## src/rtl/wash_panel_ctrl.sv

```systemverilog
// wash_panel_ctrl
// Front-panel input conditioner and launch sequencer for the washing-machine
// cycle controller. It synchronises and debounces the buttons, program
// switches and door sensor. It issues a one-cycle start with a frozen program
// selection, and it tracks launch, run and finish from machine_done.
//
// Parameters:
//   DB_CNT    - consecutive differing cycles before a debounced input flips (2..15)
//   LAUNCH_TO - cycles allowed in LAUNCH for machine_done to fall (1..255)
//
// Ports:
//   clk, rst_n       - clock, asynchronous active-low reset
//   btn_start_raw    - raw start button
//   btn_pause_raw    - raw pause button
//   sw_double_raw    - raw double-wash switch
//   sw_dry_raw       - raw dry-wash switch
//   door_sensor_raw  - raw door sensor (1 = closed)
//   machine_done     - controller idle flag
//   start            - one-cycle start pulse
//   double_wash      - latched double-wash selection
//   dry_wash         - latched dry-wash selection
//   time_pause       - pause level (only ever 1 while running)
//   door_closed      - debounced door status
//   busy             - 1 whenever the sequencer is not READY
//   launch_err       - sticky launch-failure flag
//   cycle_count      - completed-cycle counter
//
// Optional feature: define CYCLE_COUNT_EN to get an 8-bit saturating count of
// completed cycles. Without it, cycle_count is tied to zero.

module wash_panel_ctrl #(
  parameter int DB_CNT    = 4,
  parameter int LAUNCH_TO = 8
) (
  input  logic       clk,
  input  logic       rst_n,
  input  logic       btn_start_raw,
  input  logic       btn_pause_raw,
  input  logic       sw_double_raw,
  input  logic       sw_dry_raw,
  input  logic       door_sensor_raw,
  input  logic       machine_done,
  output logic       start,
  output logic       double_wash,
  output logic       dry_wash,
  output logic       time_pause,
  output logic       door_closed,
  output logic       busy,
  output logic       launch_err,
  output logic [7:0] cycle_count
);

  localparam int         NIN     = 5;
  localparam logic [3:0] DB_LAST = 4'(DB_CNT - 1);
  localparam logic [7:0] TO_LAST = 8'(LAUNCH_TO - 1);

  typedef enum logic [1:0] {READY, LAUNCH, RUNNING} state_t;

  // Bit order: 0 start, 1 pause, 2 double, 3 dry, 4 door
  logic [NIN-1:0] raw_vec;
  logic [NIN-1:0] sync_q1;
  logic [NIN-1:0] sync_q2;
  logic [NIN-1:0] deb;
  logic [1:0]     btn_d;
  logic [3:0]     db_cnt [NIN];

  logic   start_edge;
  logic   pause_edge;
  state_t state, state_n;
  logic [7:0] timer, timer_n;
  logic   start_n, dbl_n, dry_n, pause_n, err_n;

  assign raw_vec = {door_sensor_raw, sw_dry_raw, sw_double_raw, btn_pause_raw, btn_start_raw};

  // Two-flop synchroniser. btn_d holds last cycle's debounced buttons, which
  // the rising-edge detectors need.
  always_ff @(posedge clk or negedge rst_n) begin
    if (!rst_n) begin
      sync_q1 <= '0;
      sync_q2 <= '0;
      btn_d   <= '0;
    end else begin
      sync_q1 <= raw_vec;
      sync_q2 <= sync_q1;
      btn_d   <= deb[1:0];
    end
  end

  // Each input flips only after DB_CNT consecutive cycles of disagreement.
  // Any agreement restarts the count, so shorter glitches never get through.
  always_ff @(posedge clk or negedge rst_n) begin
    if (!rst_n) begin
      deb <= '0;
      for (int i = 0; i < NIN; i++) db_cnt[i] <= '0;
    end else begin
      for (int i = 0; i < NIN; i++) begin
        if (sync_q2[i] == deb[i]) begin
          db_cnt[i] <= '0;
        end else if (db_cnt[i] == DB_LAST) begin
          deb[i]    <= sync_q2[i];
          db_cnt[i] <= '0;
        end else begin
          db_cnt[i] <= db_cnt[i] + 4'd1;
        end
      end
    end
  end

  assign start_edge  = deb[0] & ~btn_d[0];
  assign pause_edge  = deb[1] & ~btn_d[1];
  assign door_closed = deb[4];

  // machine_done comes from the cycle controller on the same clock, so it is
  // used without synchronisation.
  always_comb begin
    state_n = state;
    timer_n = timer;
    start_n = 1'b0;
    dbl_n   = double_wash;
    dry_n   = dry_wash;
    pause_n = time_pause;
    err_n   = launch_err;
    case (state)
      READY: begin
        dbl_n   = deb[2];
        dry_n   = deb[3];
        pause_n = 1'b0;
        if (start_edge && door_closed && machine_done) begin
          start_n = 1'b1;
          state_n = LAUNCH;
          timer_n = '0;
        end
      end
      LAUNCH: begin
        if (!machine_done) begin
          state_n = RUNNING;
          err_n   = 1'b0;
        end else if (timer == TO_LAST) begin
          err_n   = 1'b1;
          state_n = READY;
        end else begin
          timer_n = timer + 8'd1;
        end
      end
      RUNNING: begin
        if (machine_done) begin
          state_n = READY;
          pause_n = 1'b0;
        end else if (pause_edge) begin
          pause_n = ~time_pause;
        end
      end
      default: state_n = READY;
    endcase
  end

  always_ff @(posedge clk or negedge rst_n) begin
    if (!rst_n) begin
      state       <= READY;
      timer       <= '0;
      start       <= 1'b0;
      double_wash <= 1'b0;
      dry_wash    <= 1'b0;
      time_pause  <= 1'b0;
      launch_err  <= 1'b0;
      busy        <= 1'b0;
    end else begin
      state       <= state_n;
      timer       <= timer_n;
      start       <= start_n;
      double_wash <= dbl_n;
      dry_wash    <= dry_n;
      time_pause  <= pause_n;
      launch_err  <= err_n;
      busy        <= (state_n != READY);
    end
  end

`ifdef CYCLE_COUNT_EN
  // A cycle is complete on the RUNNING->READY transition. The count holds at 255.
  always_ff @(posedge clk or negedge rst_n) begin
    if (!rst_n) begin
      cycle_count <= '0;
    end else if (state == RUNNING && machine_done && cycle_count != 8'hFF) begin
      cycle_count <= cycle_count + 8'd1;
    end
  end
`else
  assign cycle_count = '0;
`endif

endmodule
```

## config.mk

```make
export PLATFORM = sky130hd
export DESIGN_NAME = wash_panel_ctrl
export DESIGN_NICKNAME = d
export VERILOG_FILES = /design/src/rtl/wash_panel_ctrl.sv
export SDC_FILE = /design/constraint.sdc
export NUM_CORES = 1
export LEC_CHECK = 0
export CELL_PAD_IN_SITES_DETAIL_PLACEMENT = 0
export CELL_PAD_IN_SITES_GLOBAL_PLACEMENT = 2
export CORE_AREA = 3 3 80 82
export DETAILED_ROUTE_END_ITERATION = 10
export DIE_AREA = 0 0 83 85
export PLACE_DENSITY = 0.73
export SYNTH_ARGS = -nofsm -noshare
export SYNTH_HDL_FRONTEND = slang
export SYNTH_SLANG_ARGS = --single-unit
```

## constraint.sdc

```tcl
create_clock -name clk -period 2.3 [get_ports clk]
set_input_delay 0.46 -clock clk [delete_from_list [all_inputs] [get_ports clk]]
set_output_delay 0.46 -clock clk [all_outputs]
set_load 0.005 [all_outputs]
```

; ---- After elaboration in Yosys (flattened, before gate mapping)
; Cells that the tools add are included.
[totals]
regBits = 53
input_bits = 8
output_inout_bits = 15
elab_cells = 95
[classes]
n_addsub = 6
n_eq_ne = 18
n_mux = 26
bitwise = 10
n_reduce_logical = 14
[op_table]
columns = operator, count
row1 = two-way mux 4 bit, 10
row2 = two-way mux 8 bit, 3
row3 = "adder 4 x 1 -> 4 bit, second input constant", 5
row4 = "== test 4 x 2 -> 1 bit, second input constant", 5
row5 = one-hot mux 8 bit (2 select lines), 1
row6 = AND reduction 2 bit, 7
row7 = "adder 8 x 1 -> 8 bit, second input constant", 1
row8 = "== test 8 x 3 -> 1 bit, second input constant", 1
row9 = two-way mux 2 bit, 4
row10 = NOT 1 bit, 8
row11 = two-way mux 1 bit, 6
row12 = "inequality test 2 bit, second input constant", 3
row13 = one-hot mux 2 bit (3 select lines), 1
row14 = nonzero test 2 bit, 3
row15 = == test 1 bit, 5
row16 = AND reduction 4 bit, 1
row17 = "inequality test 3 bit, second input constant", 1
row18 = AND 1 bit, 2
row19 = "== test 2 x 1 -> 1 bit, second input constant", 1
row20 = "== test 2 bit, second input constant", 1
row21 = logical AND 1 bit, 2
row22 = logical NOT 2 bit, 1
row23 = "inequality test 2 x 1 -> 1 bit, second input constant", 1
row24 = one-hot mux 1 bit (2 select lines), 1

; ---- Depth between registers and ports, before layout
; Gate-level depths: netlist of the first run.
[depth]
depth_word = 7
mapped_depth = 5
depth_no_buf = 5

; ---- Worst setup path after synthesis of the first run
; Ideal clock, no wire load.
[synth_path]
path_type = register -> register
startpoint = register timer[3]
endpoint = register busy
setup_ns = 0.131
t_arrival_ns = 1.609
slack_ns = 0.560
stages_incl_launch_ff = 4
synth_period_minus_slack_ns = 1.740
path_cell_list = dfrtp_1 -> or4_4 -> o311a_1 -> or3_1
[synth_between]
elab_chain_len = 5
[synth_rtl]
columns = element, line
row1 = from (decl), 70  ; logic [7:0] timer, timer_n;
row2 = from (signal assigned), 169  ; timer <= timer_n;
row3 = == test 8 x 3 -> 1 bit, 138  ; end else if (timer == TO_LAST) begin
row4 = two-way mux 2 bit, 138
row5 = two-way mux 2 bit, 135  ; if (!machine_done) begin
row6 = one-hot mux 2 bit (3 select lines), 123  ; case (state)
row7 = nonzero test 2 bit, 175  ; busy <= (state_n != READY);
row8 = to (signal assigned), 175
row9 = to (decl), 48  ; output logic busy,
; Every way passes these cells.
; A chain may end at the register's enable or synchronous reset.

; ---- Final worst setup path of the first run
; Same ends and word-level chain as after synthesis.

==> metrics.yaml, run 1 <==
status: "finished clean"
synth_flop_cell: "dfrtp_1"
hold_violations: 0
via_per_inst: 4.871
pwr-share-comb_pct: 24.1
synthAdderAreaFrac_pct: 3.442
gr-max-usage-layer: "met2"
clock_latency_ns: 0.29
maxCapViolations: 0
track_usage_pct: 11.33
cts_inserted_buffers: 5
grt_pass1_wl_um: 6417
endpoint_kind: "flip-flop"
place_area_mm2: 0.002387
p_per_area_mw_per_mm2: 946.2
drtAntennaViolNets: 0
p_clk_share_pct: 21.5
total_power_mw: 2.341
synth-compound-area-share_pct: 5.278
internal_power_mw: 1.674
finalWorstSetupSlack_ns: 0.4571
fmax_mhz: 542.6
power_frac_seq_pct: 54.4
grt-ovfl-total: 0
crit_required_ns: 2.47
skew_ns: 0.004110
setup_viol: 0
syn_area_mm2: 0.002181
port_buffers: 14
cts_tree: "done"
slew_headroom_pct: 57.26
dp.cells: 265
worstHoldPathType: "in2async"
arrival_ns: 2.01
wire_per_inst_um: 13.24
crit_chain: "or4_4, o311a_1, or3_1"
synth_xor_area_share_pct: 4.819
final_util_pct: 42.53
synth_area_per_cell_um2: 12.39
fp.dieArea_mm2: 0.007055
period_share_pct: 80.13
synth_cell_types: 32
p_leak_nw: 1.090
path_clk_slew_ns: 0.08
critPathKind: "reg2reg"
yosysSeqAreaShare_pct: 60.81
vias: 1325
postCtsHoldBufs: 0
finalSetupTns_ns: 0
synth_seq_cells: 53
drc_errors: 0
synth_top_area_share_pct: 60.81
postCtsSetupBuffers: 0
initial_core_util_pct: 37.50
synthMuxAreaShare_pct: 5.049
syn2layout_area_growth_pct: 13.42
grt_max_degree: 54
synth_common_cells: "dfrtp_1, nand2_1, nor2_1"
dr.pass1.iters: 4
die_w_um: 83
final_cells: 272
place_ws_ns: 0.1647
cts.sinks: 53
grt_pass1_vias: 1422
drv_slew: 0
num_io_pins: 23
p_sw_share_pct: 28.48
finalCriticalPeriod_ns: 1.843
drt_iter0_drc: 83
cpPeakStageDelay_ns: 0.58
crit_path_top_delay_cell: "or4_4"
cts_buffer_depth: 2
synth_enable_flop_cells: 0
yosysMostFrequentCell: "dfrtp_1"
stdcell_area_mm2: 0.002474
row_count: 28
met2_usage_pct: 19.90
layout-drive-gt1-share_pct: 10.15
root_buffer: "clkbuf_8"
nets: 211
fillers: 571
synth_top_family_by_area: "simple AND/OR/NAND/NOR gates"
tightest_slew_ns: 0.6411
start_kind: "flip-flop"
use_met3_pct: 3.204
rsz0062_at_grt: "false"
synth_warnings: 0
place_congestion: 0.7631
die_h_um: 85
synth-simple-area-share_pct: 17.33
p_sw_uw: 666.6
synth_top_area_cell: "dfrtp_1"
design.core.area_mm2: 0.005816
ctsResizeCount: 0
synth_cells: 176
synth-async-reset-ratio_pct: 100.0
antenna_cells: 0
htree_levels: 2
irDropWorstVdd_mv: 0.3645
dpl.hpwl_um: 2651
wl_um: 3601
cp_max_fo: 6
whs_ns: 0.2724
grt_util_met1_pct: 13.00
grt_antenna_before_repair: 0
synthTopCellsByArea: "dfrtp_1, mux2_2, ha_1"
==> flip-flops by register name (all words and copies together), names as in the netlist <==
name         flops
double_wash      1
launch_err       1
db_cnt          20
start            1
btn_d            2
timer            8
sync_q1          5
deb              5
time_pause       1
sync_q2          5
busy             1
dry_wash         1
state            2
==> final cells by class <==
type | instances | area (µm²) | share of cell area (%)
Clock buffer | 7 | 86.33 | 3.490
Inverter | 1 | 3.754 | 0.1517
Multi-Input combinational cell | 120 | 813.3 | 32.88
Sequential cell | 53 | 1326 | 53.62
Tap cell | 75 | 93.84 | 3.794
Timing Repair Buffer | 16 | 150.1 | 6.070
==> logic make-up after synthesis <==
kind of cell / after synthesis
flip-flops: 53
adder cells (fa/ha/maj): 6
buffers and inverters: 10
AND/OR/NAND/NOR: 68
AO/OA/AOI/OAI: 16
other: 1
XOR/XNOR: 12
multiplexers: 10
==> power by group through the flow <==
stage | clock (mW) | combinational, mW | sequential (mW)
finish | 0.503 | 0.564 | 1.27
global route | 0.572 | 0.636 | 1.31
detailed placement | 0 | 0.575 | 1.30
CTS | 0.531 | 0.579 | 1.28
global placement | 0 | 0.542 | 1.28
floorplan | 0 | 0.387 | 1.26
==> metal layers <==
metal | part of all wire [%] | wire [µm]
met2 | 52 | 1866
met3 | 2.6 | 92
met5 | 0 | 0
met1 | 43 | 1552
met4 | 2.5 | 89
==> cells in the final DEF (no fill, tap or decap), types with 2 or more instances in the layout <==
cell type        count
nand2_1             12
nor2b_1              6
or4_1                2
conb_1               8
nor3_1               6
nor4_1               2
nand3b_1             4
buf_4                2
nand2b_1             7
dfrtp_1             53
o31ai_1              2
ha_1                 6
nand3_1              8
clkbuf_8             6
xnor2_1              7
clkdlybuf4s50_1     13
xor2_1               5
mux2i_1              2
nor2_1              10
mux2_2               8
nor3b_1              5
o21ai_0              3
a21oi_1              8
==> path summary, 6_finish.rpt <==
kind	startpoint	end	slack (ns)	cells after the start
worst min-delay path	rst_n	db_cnt[10]	0.27	2
max in group asynchronous	rst_n	db_cnt[17]	1.60	2
worst min register to register	sync_q1[2]	sync_q2[2]	0.36	0
min in group clk	sync_q1[2]	sync_q2[2]	0.36	0
worst max-delay path	timer[3]	busy	0.46	3
worst max register to register	timer[3]	busy	0.46	3
==> worst max-delay path, delay by kind of cell, from the launching register on <==
family	cells	cell delay, ns
AO/OA/AOI/OAI	1	0.34
flip-flops	1	0.43
AND/OR/NAND/NOR	2	0.94
Power figures use the tool's default switching activity.
==> inputs of run 2 (changes only) <==
CORE_AREA = 3 3 85 87   (was 3 3 80 82)
DIE_AREA = 0 0 88 90   (was 0 0 83 85)
PLACE_DENSITY = 0.68   (was 0.73)
clock period = 1.5 ns   (was 2.3 ns; I/O delays follow)
==> run 2 against run 1 <==
Compared with the run above: the flow now finishes with violations (setup timing); largest cell class unchanged; non-clock buffer count rose by 22; cell count rose by 9.2%; flip-flop and latch count did not move.
==> metrics.yaml, run 2 (same netlist as run 1, synthesis figures left out) <==
status: "finished, violations left"
violations: "setup timing"
rsz0062_at_grt: "true"
arrival_ns: 1.95
irDropWorstVdd_mv: 0.5619
layout-drive-gt1-share_pct: 27.73
drv_slew: 0
antenna_cells: 0
top_register: "db_cnt"
drt_iter0_drc: 39
design.core.area_mm2: 0.006422
finalCriticalPeriod_ns: 1.756
drtAntennaViolNets: 0
reg.largest.list: "db_cnt (20), timer (8)"
wl_um: 4012
hold_start: "sync_q1[1]"
grt_antenna_before_repair: 0
dpl.hpwl_um: 2888
fmax_mhz: 569.3
cp_max_fo: 3
reg2reg_depth: 3
critical_path_buf_inv_count: 0
dp.cells: 282
total_power_mw: 3.880
cpPeakStageDelay_ns: 0.58
largest_reg_flops: 20
final_cells: 297
crit_required_ns: 1.70
fillers: 579
die_h_um: 90
final_common_cell: "dfrtp_1"
grt_pass1_wl_um: 6851
syn2layout_area_growth_pct: 27.19
htree_levels: 2
via_per_inst: 4.741
row_count: 29
stdcell_area_mm2: 0.002774
fp.dieArea_mm2: 0.007920
start_kind: "flip-flop"
use_met3_pct: 3.931
p_per_area_mw_per_mm2: 1399
min_to: "sync_q2[1]"
initial_core_util_pct: 33.96
final_cell_mix: "dfrtp_1, buf_4, nor2_1, nand2_1"
endpoint_kind: "flip-flop"
place_congestion: 0.7393
critPathLaunch: "timer[3]"
finalWorstSetupSlack_ns: -0.2564
cts_inserted_buffers: 5
cts_buffer_depth: 2
vias: 1408
cpLargestDelayFamily: "simple AND/OR/NAND/NOR gates"
reg2reg_slack_ns: -0.26
grt_util_met1_pct: 13.27
nets: 233
p_clk_share_pct: 22.2
p_sw_share_pct: 29.67
critPathKind: "reg2reg"
internal_power_mw: 2.729
grt_max_degree: 30
drc_errors: 0
num_io_pins: 23
setup_viol: 8
cts.sinks: 53
pwr-share-comb_pct: 28.2
maxCapViolations: 0
power_frac_seq_pct: 49.6
period_share_pct: 117.1
r2r_end: "busy"
skew_ns: 0.006585
clock_latency_ns: 0.31
port_buffers: 14
grt_pass1_vias: 1492
wire_per_inst_um: 13.51
path_clk_slew_ns: 0.10
root_buffer: "clkbuf_8"
cts_tree: "done"
track_usage_pct: 11.03
p_sw_mw: 1.151
hold_path_depth: 0
crit_chain: "or4_4, o311a_4, or3_1"
finalSetupTns_ns: -1.727
die_w_um: 88
place_area_mm2: 0.002517
gr-max-usage-layer: "met2"
hold_violations: 0
p_leak_nw: 1.311
met2_usage_pct: 18.03
r2r_start: "timer[3]"
crit_path_top_delay_cell: "or4_4"
dr.pass1.iters: 4
worstHoldPathType: "reg2reg"
place_ws_ns: -0.2802
grt-ovfl-total: 0
run 2: cell count changes in the layout (fill, tap and decap cells not counted), moves of 3 or more:
cell and change:
nand2_1 -3, clkdlybuf4s50_1 -6, buf_6 +3, buf_4 +17, dlymetal6s2s_1 +5
run 2: what timing repair did:
| action | CTS | global route |
|---|---|---|
| pin swaps | 6 | 8 |
| hold endpoints to repair | 10 | 0 |
| buffers inserted | 2 | 4 |
| gates resized for setup | 4 | 25 |
| endpoints found under the setup margin | 10 | 16 |
| hold buffers | 1 | 0 |
run 2: how the worst max path moves through the flow:
stage                     endpoint  slack, ns  cells past startpoint
after floorplan               busy      -0.21                      3
after global placement        busy      -0.20                      3
after detailed placement  timer[7]      -0.28                      5
after CTS                 timer[7]      -0.29                      5
after global routing          busy      -0.31                      3
final                         busy      -0.26                      3
run 2: stage by stage:
stage,utilization [%],hold slack [ns]
floorplan,-,0.004409
global placement,39.20,0.1951
detailed placement,39.20,0.2069
CTS,41.30,0.3667
global route,43.19,0.3706
finish,43.19,0.3608
run 2: power by group through the flow:
stage               sequential [mW]  combinational (mW)  clock (mW)
floorplan                      1.93               0.596           0
global placement               1.95               0.949           0
detailed placement             1.97               0.990           0
CTS                            1.93                1.04       0.904
global route                   1.97                1.25       0.966
finish                         1.93                1.09       0.861
run 2: area by class of cell:
class / instances / area (µm²) / share of cell area (%)
timing repair buffer: 38 / 352.8 / 12.72
inverter: 1 / 3.754 / 0.1353
clock buffer: 6 / 82.58 / 2.977
sequential: 53 / 1326 / 47.81
tap: 77 / 96.34 / 3.473
multi-input combinational: 120 / 894.6 / 32.25
clock inverter: 2 / 17.52 / 0.6315
run 2: per-layer routing:
| metal | routed length (µm) | up-vias | share of wire [%] |
|---|---|---|---|
| met5 | 0 | - | 0 |
| met4 | 62 | 0 | 1.5 |
| met3 | 147 | 7 | 3.7 |
| met2 | 2055 | 17 | 51 |
| met1 | 1747 | 708 | 44 |
| li1 | - | 676 | - |
==> inputs of run 3 (changes only) <==
CORE_AREA = 3 3 80 82   (was 3 3 85 87)
DIE_AREA = 0 0 83 85   (was 0 0 88 90)
PLACE_DENSITY = 0.73   (was 0.68)
clock period = 1.65 ns   (was 1.5 ns; I/O delays follow)
==> run 3 against run 2 <==
Compared with the run above: the run still ends with setup timing left; wire length down 3.4%; combinational power down 16%; worst hold slack worse by 0.36 ns; core utilization up 2.6 points; count of clock-buffer cells in the layout up 1; critical endpoint unchanged; largest power group unchanged.
==> metrics.yaml, run 3 (same netlist as run 1, synthesis figures left out) <==
grt-ovfl-total: 0
die_w_um: 83
syn2layout_area_growth_pct: 22.09
cts_tree: "done"
path_clk_slew_ns: 0.09
fillers: 563
final_cell_mix: "dfrtp_1, clkdlybuf4s50_1, buf_4, nor2_1, nand2_1"
grt_pass1_vias: 1519
arrival_ns: 1.96
design.core.area_mm2: 0.005816
cts_buffer_depth: 2
die_h_um: 85
reg.largest.list: "db_cnt (20), timer (8)"
via_per_inst: 4.888
cts_inserted_buffers: 5
place_area_mm2: 0.002490
vias: 1393
period_share_pct: 108.2
dr.pass1.iters: 4
antenna_cells: 0
wl_um: 3874
finalSetupTns_ns: -0.6698
rsz0062_at_grt: "true"
port_buffers: 14
largest_reg_flops: 20
r2r_start: "timer[7]"
irDropWorstVdd_mv: 0.4228
grt_antenna_before_repair: 0
htree_levels: 2
fp.dieArea_mm2: 0.007055
p_per_area_mw_per_mm2: 1276
maxCapViolations: 0
row_count: 28
worstHoldPathType: "in2async"
grt_pass1_wl_um: 6886
hold_violations: 0
cts.sinks: 53
status: "finished, violations left"
final_common_cell: "dfrtp_1"
critPathKind: "reg2reg"
root_buffer: "clkbuf_8"
grt_max_degree: 54
clock_latency_ns: 0.30
place_ws_ns: -0.1949
initial_core_util_pct: 37.50
reg2reg_depth: 3
layout-drive-gt1-share_pct: 20.95
drv_slew: 0
start_kind: "flip-flop"
finalCriticalPeriod_ns: 1.785
num_io_pins: 23
setup_viol: 8
wire_per_inst_um: 13.59
place_congestion: 0.8619
crit_required_ns: 1.82
drc_errors: 0
violations: "setup timing"
top_register: "db_cnt"
endpoint_kind: "flip-flop"
skew_ns: 0.007077
postCtsHoldBufs: 0
track_usage_pct: 12.11
nets: 224
drt_iter0_drc: 96
stdcell_area_mm2: 0.002663
drtAntennaViolNets: 0
cp_max_fo: 3
r2r_end: "busy"
finalWorstSetupSlack_ns: -0.1350
dpl.hpwl_um: 2765
p_leak_nw: 1.178
fmax_mhz: 560.2
reg2reg_slack_ns: -0.14
[run 3: cell types whose count changed in the layout (fill, tap and decap cells not counted), moves of 2 or more]
cell | previous run | this run
or4_4 | 3 | 1
clkdlybuf4s50_1 | 7 | 13
dlymetal6s2s_1 | 5 | 0
buf_4 | 19 | 11
o31ai_2 | 2 | 0
or4_1 | 0 | 2
[run 3: critical path: stages, from the launching register on]
cell and delay (ns):
dfrtp_1 0.39, or4_4 0.58, o311a_4 0.34, or3_4 0.36
[run 3: final cells by class]
type	count	area, µm²	area share, %
sequential	53	1326	49.81
multi-input combinational	120	872.1	32.75
timing repair buffer	29	280.3	10.53
tap	75	93.84	3.524
clock buffer	7	86.33	3.242
inverter	1	3.754	0.1410
[run 3: timing repair]
item                                   CTS  global route
endpoints found under the hold margin    0             0
gates resized for setup                 10             6
setup endpoints to repair                6             9
pin swaps                                6             2
setup buffers                            1             0
[run 3: power by group]
group / internal [mW] / leakage, nW / switching, mW
combinational: 0.520 / 0.448 / 0.398
clock: 0.334 / 0.0443 / 0.378
sequential: 1.57 / 0.686 / 0.195
[run 3: how the worst max path moves through the flow]
stage | startpoint | to | slack, ns | cells after the start
CTS | timer[7] | busy | -0.11 | 3
global placement | machine_done | timer[5] | -0.11 | 4
finish | timer[7] | busy | -0.14 | 3
detailed placement | machine_done | timer[5] | -0.19 | 4
floorplan | timer[5] | busy | -0.06 | 3
global route | timer[7] | busy | -0.17 | 3
[run 3: metal layers]
layer  track usage (%)  vias to the layer above  part of all wire [%]
met5                 0                        -                     0
met4             4.012                        0                   1.4
met3             3.301                        6                   3.1
met2             22.08                       13                    54
met1             13.72                      716                    42
li1                  -                      658                     -
[run 3: metrics by stage]
step	utilization, %	hold slack, ns	power [mW]	instances
3_5_place_dp	42.81	0.3402	2.650	277
6_report	45.78	0.005696	3.397	285
3_3_place_gp	42.81	0.3317	2.595	277
2_1_floorplan	-	0.03441	2.295	183
5_1_grt	45.78	0.02990	3.653	285
4_1_cts	45.27	0.02155	3.418	285
